$ cat src/rtl/traffic_pkg.sv
// Shared codes for the intersection: light colours, phase encoding and road tags.
package traffic_pkg;

    // Light colour codes driven onto each road's signal head.
    typedef enum logic [1:0] {
        LtGreen  = 2'd0,
        LtYellow = 2'd1,
        LtRed    = 2'd2
    } light_t;

    // Phase codes, also exported on o_phase.
    typedef enum logic [2:0] {
        PhAGrn = 3'd0,
        PhAYel = 3'd1,
        PhAAr  = 3'd2,
        PhBGrn = 3'd3,
        PhBYel = 3'd4,
        PhBAr  = 3'd5,
        PhWalk = 3'd6,
        PhEmg  = 3'd7
    } phase_t;

    // Which road receives green once a pedestrian walk completes.
    typedef enum logic {
        RoadA = 1'b0,
        RoadB = 1'b1
    } road_t;

    // Road A colour for a phase; every phase not owned by road A shows red.
    function automatic light_t light_a(phase_t ph);
        light_t lt;
        lt = LtRed;
        if (ph == PhAGrn) lt = LtGreen;
        if (ph == PhAYel) lt = LtYellow;
        return lt;
    endfunction

    // Road B colour for a phase; every phase not owned by road B shows red.
    function automatic light_t light_b(phase_t ph);
        light_t lt;
        lt = LtRed;
        if (ph == PhBGrn) lt = LtGreen;
        if (ph == PhBYel) lt = LtYellow;
        return lt;
    endfunction

endpackage

$ cat src/rtl/traffic_phase_timer.sv
// Phase timer: counts cycles spent in the current phase, clears synchronously
// and saturates at its all-ones value instead of wrapping.
module traffic_phase_timer #(
    parameter int unsigned CNTW = 4
) (
    input  logic            clk,
    input  logic            rst,
    input  logic            clr,
    output logic [CNTW-1:0] count
);

    localparam logic [CNTW-1:0] CountMax = '1;
    localparam logic [CNTW-1:0] CountOne = {{(CNTW-1){1'b0}}, 1'b1};

    logic [CNTW-1:0] count_q;
    logic [CNTW-1:0] count_d;

    // Next count: clear wins, otherwise increment until saturated.
    always_comb begin
        count_d = count_q;
        if (clr) begin
            count_d = '0;
        end else if (count_q != CountMax) begin
            count_d = count_q + CountOne;
        end
    end

    // Count register with synchronous reset.
    always_ff @(posedge clk) begin
        if (rst) begin
            count_q <= '0;
        end else begin
            count_q <= count_d;
        end
    end

    assign count = count_q;

endmodule

$ cat src/rtl/traffic_phase_sched.sv
// Timed phase scheduler for a two-road intersection with a pedestrian crossing
// and emergency override. Greens obey min/max timing against opposing demand,
// yellow and all-red clearances are fixed, and all outputs are Moore decodes.
module traffic_phase_sched
    import traffic_pkg::*;
#(
    parameter int unsigned GREEN_MIN = 4,
    parameter int unsigned GREEN_MAX = 12,
    parameter int unsigned YELLOW_T  = 2,
    parameter int unsigned ALLRED_T  = 1,
    parameter int unsigned WALK_T    = 3,
    parameter int unsigned CNTW      = 4
) (
    input  logic            i_clk,
    input  logic            i_rst,
    input  logic            i_TA,
    input  logic            i_TB,
    input  logic            i_ped_req,
    input  logic            i_emg,
    output logic [1:0]      o_LA,
    output logic [1:0]      o_LB,
    output logic            o_walk,
    output logic            o_ped_ack,
    output logic [2:0]      o_phase,
    output logic [CNTW-1:0] o_timer
);

    // Timer values on which each timed phase makes its final cycle.
    localparam logic [CNTW-1:0] GminLast = CNTW'(GREEN_MIN - 1);
    localparam logic [CNTW-1:0] GmaxLast = CNTW'(GREEN_MAX - 1);
    localparam logic [CNTW-1:0] YelLast  = CNTW'(YELLOW_T - 1);
    localparam logic [CNTW-1:0] ArLast   = CNTW'(ALLRED_T - 1);
    localparam logic [CNTW-1:0] WalkLast = CNTW'(WALK_T - 1);

    phase_t          phase_q;
    phase_t          phase_d;
    logic            ped_pend_q;
    logic            ped_pend_d;
    road_t           after_walk_q;
    road_t           after_walk_d;
    logic [CNTW-1:0] timer;
    logic            phase_chg;
    logic            walk_entry;
    logic            emg_in_walk;
    logic            a_wait;
    logic            b_wait;

    // Someone other than the green road is waiting to be served.
    assign a_wait = i_TB | ped_pend_q;
    assign b_wait = i_TA | ped_pend_q;

    assign phase_chg   = (phase_d != phase_q);
    assign walk_entry  = (phase_d == PhWalk) && (phase_q != PhWalk);
    assign emg_in_walk = (phase_q == PhWalk) && i_emg;

    traffic_phase_timer #(
        .CNTW (CNTW)
    ) u_timer (
        .clk   (i_clk),
        .rst   (i_rst),
        .clr   (phase_chg),
        .count (timer)
    );

    // Next-phase selection and the post-walk road choice.
    always_comb begin
        phase_d      = phase_q;
        after_walk_d = after_walk_q;
        unique case (phase_q)
            PhAGrn: begin
                if (i_emg) begin
                    phase_d = PhAYel;
                end else if (a_wait && ((timer >= GminLast && !i_TA) || timer >= GmaxLast)) begin
                    phase_d = PhAYel;
                end
            end
            PhAYel: begin
                if (timer == YelLast) phase_d = PhAAr;
            end
            PhAAr: begin
                if (timer == ArLast) begin
                    if (i_emg) begin
                        phase_d = PhEmg;
                    end else if (ped_pend_q) begin
                        phase_d      = PhWalk;
                        after_walk_d = RoadB;
                    end else begin
                        phase_d = PhBGrn;
                    end
                end
            end
            PhBGrn: begin
                if (i_emg) begin
                    phase_d = PhBYel;
                end else if (b_wait && ((timer >= GminLast && !i_TB) || timer >= GmaxLast)) begin
                    phase_d = PhBYel;
                end
            end
            PhBYel: begin
                if (timer == YelLast) phase_d = PhBAr;
            end
            PhBAr: begin
                if (timer == ArLast) begin
                    if (i_emg) begin
                        phase_d = PhEmg;
                    end else if (ped_pend_q) begin
                        phase_d      = PhWalk;
                        after_walk_d = RoadA;
                    end else begin
                        phase_d = PhAGrn;
                    end
                end
            end
            PhWalk: begin
                // Roads are already red, so an emergency cuts the walk short.
                if (i_emg) begin
                    phase_d = PhEmg;
                end else if (timer == WalkLast) begin
                    phase_d = (after_walk_q == RoadA) ? PhAGrn : PhBGrn;
                end
            end
            PhEmg: begin
                // Recovery always goes through a full B all-red into A green.
                if (!i_emg) phase_d = PhBAr;
            end
        endcase
    end

    // Pending pedestrian request: new requests win over the walk-entry clear,
    // and a walk cut short by an emergency is re-queued.
    always_comb begin
        ped_pend_d = (ped_pend_q & ~walk_entry) | i_ped_req | emg_in_walk;
    end

    // State registers with synchronous reset; pending requests are dropped.
    always_ff @(posedge i_clk) begin
        if (i_rst) begin
            phase_q      <= PhBAr;
            ped_pend_q   <= 1'b0;
            after_walk_q <= RoadB;
        end else begin
            phase_q      <= phase_d;
            ped_pend_q   <= ped_pend_d;
            after_walk_q <= after_walk_d;
        end
    end

    // Moore output decode from the registered phase and timer.
    always_comb begin
        o_LA      = light_a(phase_q);
        o_LB      = light_b(phase_q);
        o_walk    = (phase_q == PhWalk);
        o_ped_ack = (phase_q == PhWalk) && (timer == '0);
        o_phase   = phase_q;
        o_timer   = timer;
    end

endmodule

$ cat config.mk
export PLATFORM = sky130hd
export DESIGN_NAME = traffic_phase_sched
export DESIGN_NICKNAME = d
export VERILOG_FILES = /design/src/rtl/traffic_pkg.sv /design/src/rtl/traffic_phase_timer.sv /design/src/rtl/traffic_phase_sched.sv
export SDC_FILE = /design/constraint.sdc
export NUM_CORES = 1
export LEC_CHECK = 0
export CELL_PAD_IN_SITES_DETAIL_PLACEMENT = 0
export CELL_PAD_IN_SITES_GLOBAL_PLACEMENT = 1
export CORE_UTILIZATION = 44
export CTS_CLUSTER_SIZE = 12
export DETAILED_ROUTE_END_ITERATION = 7
export DONT_BUFFER_PORTS = 1
export MAX_ROUTING_LAYER = met4
export PLACE_DENSITY_LB_ADDON = 0.1
export SLEW_MARGIN = 40
export SYNTH_ARGS = -nofsm -noshare
export SYNTH_HDL_FRONTEND = slang
export SYNTH_SLANG_ARGS = --single-unit
$ cat constraint.sdc
create_clock -name i_clk -period 2.5 [get_ports i_clk]
set_clock_uncertainty 0.05 [all_clocks]
set_input_delay 0.125 -clock i_clk [delete_from_list [all_inputs] [get_ports i_clk]]
set_output_delay 0.125 -clock i_clk [all_outputs]
set_load 0.02 [all_outputs]
Word level (Yosys, flattened, before mapping)

Index checks and enable logic that the tools add are counted.

Flip-flop bits (word level): 9
Bits of input ports: 6
Output and inout bits: 13
Word-level logic and storage cells: 76

Add/subtract/negate cells: 1
Magnitude comparators: 2
Equality and inequality tests: 19
Multiplexer cells: 28
Bitwise gates (word level): 6
Reduce and logical (&&, ||, !) cells: 16

Operators by type and width:

| kind                                                                                | count |
|---|---|
| 3-bit two-way mux                                                                   | 15 |
| 3-bit case mux with 8 select lines                                                  | 1 |
| 3-bit equality test, second input constant                                          | 5 |
| 2-bit inequality test, second input constant                                        | 6 |
| 2-bit two-way mux                                                                   | 5 |
| 1-bit logical AND                                                                   | 7 |
| 7-bit AND reduction                                                                 | 1 |
| 3-bit by 2-bit equality test with 1-bit output, second input constant               | 2 |
| 1-bit two-way mux                                                                   | 6 |
| 4-bit by 1-bit adder with 4-bit output, second input constant                       | 1 |
| 4-bit by 1-bit equality test with 1-bit output, second input constant               | 1 |
| 4-bit by 2-bit equality test with 1-bit output, second input constant               | 1 |
| 4-bit by 2-bit greater-or-equal comparator with 1-bit output, second input constant | 1 |
| 4-bit greater-or-equal comparator, second input constant                            | 1 |
| 4-bit zero test                                                                     | 1 |
| 4-bit inequality test, second input constant                                        | 1 |
| 1-bit OR                                                                            | 4 |
| 3-bit by 1-bit equality test with 1-bit output, second input constant               | 1 |
| 3-bit zero test                                                                     | 1 |
| 3-bit inequality test                                                               | 1 |
| 3-bit inequality test, second input constant                                        | 1 |
| 1-bit zero test                                                                     | 2 |
| 1-bit logical OR                                                                    | 2 |
| 1-bit case mux with 2 select lines                                                  | 1 |
| 4 further kinds                                                                     | 4 |

Depth between registers and ports, before layout

Depth after elaboration: 13
Depth in mapped cells: 8
Mapped depth without buffers: 7

Hierarchy

A second synthesis with hierarchy kept.

Cell total of the unflattened synthesis: 113
Area, all modules: 853.3 um^2

By module, submodules not included:

| module              | instances | cells each | area an instance (um^2) | seq. area each (um^2) |
|---|---|---|---|---|
| traffic_phase_sched | 1         | 94         | 653.1                   | 100.1 |
| traffic_phase_timer | 1         | 19         | 200.2                   | 80.1 |

Worst setup path after synthesis

No wires, ideal clock.

Path type: reg-to-reg
From: reg u_timer.count_q[0] (netlist: u_timer.count[0])
To: reg u_timer.count_q[3] (netlist: u_timer.count[3])
Library setup time: 0.088 ns
Arrival time: 2.194 ns
Required time: 2.362 ns
Slack: 0.168 ns
Stages on the path, launching flop included: 9
Buffers on the path: 1
Period minus slack after synthesis: 2.332 ns
Cell sequence: dfxtp_1 > inv_1 > ha_1 > or3b_1 > buf_2 > or4_4 > a22oi_2 > o32ai_2 > nor4_2

Word-level cells in the longest chain between the ends: 9
Elaborated cells between the ends (all ways): 26
Classes of those cells: add/sub: 1; order compare: 2; eq/ne: 4; mux: 11; reduce/logical: 8

RTL lines:

| element                                                      | RTL line                                             | text |
|---|---|---|
| start: declaration                                           | traffic_phase_timer.sv:15                            | `logic [CNTW-1:0] count_q;` |
| start signal: assignment                                     | traffic_phase_timer.sv:33                            | `count_q <= count_d;` |
| 4-bit by 2-bit greater-or-equal comparator with 1-bit output | traffic_phase_sched.sv:73, traffic_phase_sched.sv:95 |  |
| 1-bit logical AND (on tied branches)                         | traffic_phase_sched.sv:95, traffic_phase_sched.sv:73 |  |
| 1-bit logical OR (on tied branches)                          | traffic_phase_sched.sv:95, traffic_phase_sched.sv:73 |  |
| 1-bit logical AND (on tied branches)                         | traffic_phase_sched.sv:95, traffic_phase_sched.sv:73 |  |
| 3-bit two-way mux (on tied branches)                         | traffic_phase_sched.sv:95, traffic_phase_sched.sv:73 |  |
| 3-bit two-way mux (on tied branches)                         | traffic_phase_sched.sv:93, traffic_phase_sched.sv:71 |  |
| 3-bit case mux with 8 select lines                           | traffic_phase_sched.sv:69                            | `unique case (phase_q)` |
| 3-bit inequality test                                        | traffic_phase_sched.sv:52                            | `assign phase_chg = (phase_d != phase_q);` |
| 2-bit OR reduction (no line)                                 | n/a                                                  |  |

Parallel ways exist; a longest one is shown, timed or not.
A chain may end at the register's enable or synchronous reset.

Worst setup path after layout

Same ends and word-level chain as after synthesis.

==> flow_summary.ini <==
[job]
cap_violations = 0

[cells_and_area]
mostFrequentLayoutCell = nor2_1
nets = 139
fin_util = 0.530
fill_cells = 201
diodes = 0
syn_to_final_growth_pct = 12.9
stdcell_area_um2 = 1050
layout_common_cells = nor2_1, buf_4, nor3_1, dfxtp_1
drive_above_1_share = 0.211

[global_routing]
grt_pass1_vias = 848
grt-ovfl-total = 0
grt_pass1_wl_mm = 3.83
antenna_found_initial = 0
grt_start_max_net_pins = 19
grt.total_usage = 0.244

[clock_tree]
clockBufferDepth = 2
root_buffer = clkbuf_4
cts_buffers = 3
cts_setup_buffers = 0
cts.clk_slew.worst_paths_ns = 0.06
insertion_delay_ns = 0.26
clkSinkCount = 9
htreeDepth = 1
cts_tree = built

[critical_path]
cp_top_family = simple AND/OR/NAND/NOR gates
crit_type = reg -> reg
worst_path_max_delay_cell = or4_4
crit_buf_inv = 1
critical_path.max_fanout = 4
startpoint_type = register
crit_arrival_ns = 2.45
crit_start = u_timer.count[0]$_SDFFE_PP0P_
crit_required_ns = 2.62
worst_setup_path_end_kind = register
path_cells = inv_1, ha_1, or3b_1, or4_4, a22oi_2, o32ai_2, nor4_2
reg2reg_from = u_timer.count[0]$_SDFFE_PP0P_
max_stage_delay_ns = 0.51

[route]
wire_per_inst_um = 15.5
initialDrtViolationCount = 35
antenna_left = 0
drt-total-wl_mm = 2.41
via_per_inst = 6.05
vias = 938
drc = 0
drtPass1Iterations = 4

[synthesis]
ys.flop_type = dfxtp_1
yosysUniqueCellTypes = 46
ys_seq_elements = 9
yosysWarnings = 0
synth_edf_count = 0
syn_area_um2 = 930
ys_seq_area_frac = 0.194
syn-num-nets = 130
postSynthAreaPerCell_um2 = 7.75
async_flop_share = 0
netlist_instances = 120

[timing]
fmax_mhz = 429
finalHoldViolCount = 0
rsz0062_at_grt = false
final_max_slew_viol_count = 0
fin_crit_ns = 2.33
timing.slew.headroom = 0.619
timing.final.crit_share = 0.933
tns_ns = 0
worstMarginPinSlew_ns = 0.571
setup_viol = 0

[placement]
gp_congestion = 0.902
dpl_cell_area_um2 = 1010
port_buffers = 0
hpwl_mm = 1.87

[outcome]
status = finished, final reports clean

[power_and_ir_drop]
p_leak_nw = 0.419
powerDensity_nw_per_um2 = 1060
ir_worst_vdd_v = 0.000497
finalPower_mw = 1.11

[die]
initial_core_util = 0.469
fp.dieW_um = 48.0
dieArea_um2 = 2300
coreArea_um2 = 1980
pin_count = 19
rows = 16
dieHeight_um = 48.0

[worst_hold_path]
hp-start = i_ped_req
hp-class = in -> reg
## power by group
part / leakage, nW / total, mW / switching (mW) / internal (mW)
clock network: 0.0150 / 0.111 / 0.0498 / 0.0614
registers: 0.0739 / 0.263 / 0.0855 / 0.177
logic: 0.330 / 0.739 / 0.406 / 0.332
total: 0.419 / 1.11 / 0.542 / 0.571
## kinds of logic (layout without fill, tap and decap cells)
group,Yosys count,count (layout),synth area share
AO/OA/AOI/OAI,28,28,0.252
XOR/XNOR,1,1,0.00942
adder cells (fa/ha/maj),4,4,0.0538
buffers and inverters,12,20,0.0552
flip-flops,9,9,0.194
multiplexers,3,3,0.0336
AND/OR/NAND/NOR,63,63,0.402
## what timing repair did
item / 4_1_cts / 5_1_grt
resized for setup: 0 / 1
hold endpoints to repair: 9 / 0
setup endpoints to repair: 0 / 1
hold buffers: 1 / 0
## metrics by stage
| step | worst slack [ns] | hold slack (ns) | cells |
|---|---|---|---|
| finish | 0.169 | 0.0315 | 155 |
| floorplan | 0.168 | 0.145 | 120 |
| global route | 0.00601 | 0.0352 | 155 |
| CTS | 0.156 | 0.0365 | 155 |
| global placement | 0.280 | 0.147 | 150 |
| detailed placement | 0.206 | 0.150 | 150 |
## area by class of cell
type	count	area, um2	share of cell area
Tap cell	27	33.8	0.0322
Clock buffer	4	26.3	0.0250
Sequential cell	9	180	0.172
Timing Repair Buffer	12	92.6	0.0882
Inverter	4	15.0	0.0143
Multi-Input combinational cell	99	702	0.669
## registers in the layout, indices dropped and copies added, names as in the netlist
| register | flops |
|---|---|
| after_walk_q | 1 |
| o_phase | 3 |
| ped_pend_q | 1 |
| u_timer.count | 4 |
## worst register-to-register path, delay by kind of cell, from the launching register on
family	cells	cell delay, ns
fa+ha+maj	1	0.21
simple gates	3	1.21
buf+inv	1	0.09
compound gates	2	0.34
flops	1	0.34
## Yosys cell counts, types with 2 or more instances
| cell | instances | area share |
|---|---|---|
| nand3b_1 | 4 | 0.032 |
| or3_1 | 3 | 0.020 |
| a211oi_1 | 3 | 0.024 |
| nor4_2 | 2 | 0.027 |
| o21ai_0 | 4 | 0.022 |
| buf_2 | 5 | 0.027 |
| nor3_1 | 9 | 0.048 |
| dfxtp_1 | 9 | 0.19 |
| a31oi_1 | 2 | 0.013 |
| o21bai_1 | 2 | 0.016 |
| inv_1 | 4 | 0.016 |
| ha_1 | 4 | 0.054 |
| or2_2 | 3 | 0.020 |
| clkbuf_1 | 3 | 0.012 |
| nand2_1 | 5 | 0.020 |
| o211a_1 | 2 | 0.022 |
| nand3_1 | 2 | 0.011 |
| nand2b_1 | 5 | 0.034 |
| nor3b_1 | 4 | 0.032 |
| o211ai_1 | 2 | 0.016 |
| mux2i_1 | 2 | 0.022 |
| nor2_1 | 13 | 0.052 |
| nor2b_1 | 5 | 0.034 |
## metal layers
layer  global-route usage  part of all wire
met1                0.324              0.47
met2                0.370              0.46
met3               0.0377             0.051
met4               0.0889             0.014
met5                    -                 0
## worst paths after layout
| path | to | slack [ns] | cells past startpoint |
|---|---|---|---|
| max | u_timer.count[3]$_SDFFE_PP0P_ | 0.17 | 7 |
| min | ped_pend_q$_SDFF_PP0_ | 0.03 | 2 |
| max reg2reg | u_timer.count[3]$_SDFFE_PP0P_ | 0.17 | 7 |
| min reg2reg | after_walk_q$_SDFFE_PP1P_ | 0.48 | 1 |
Power figures use the tool's default switching activity.
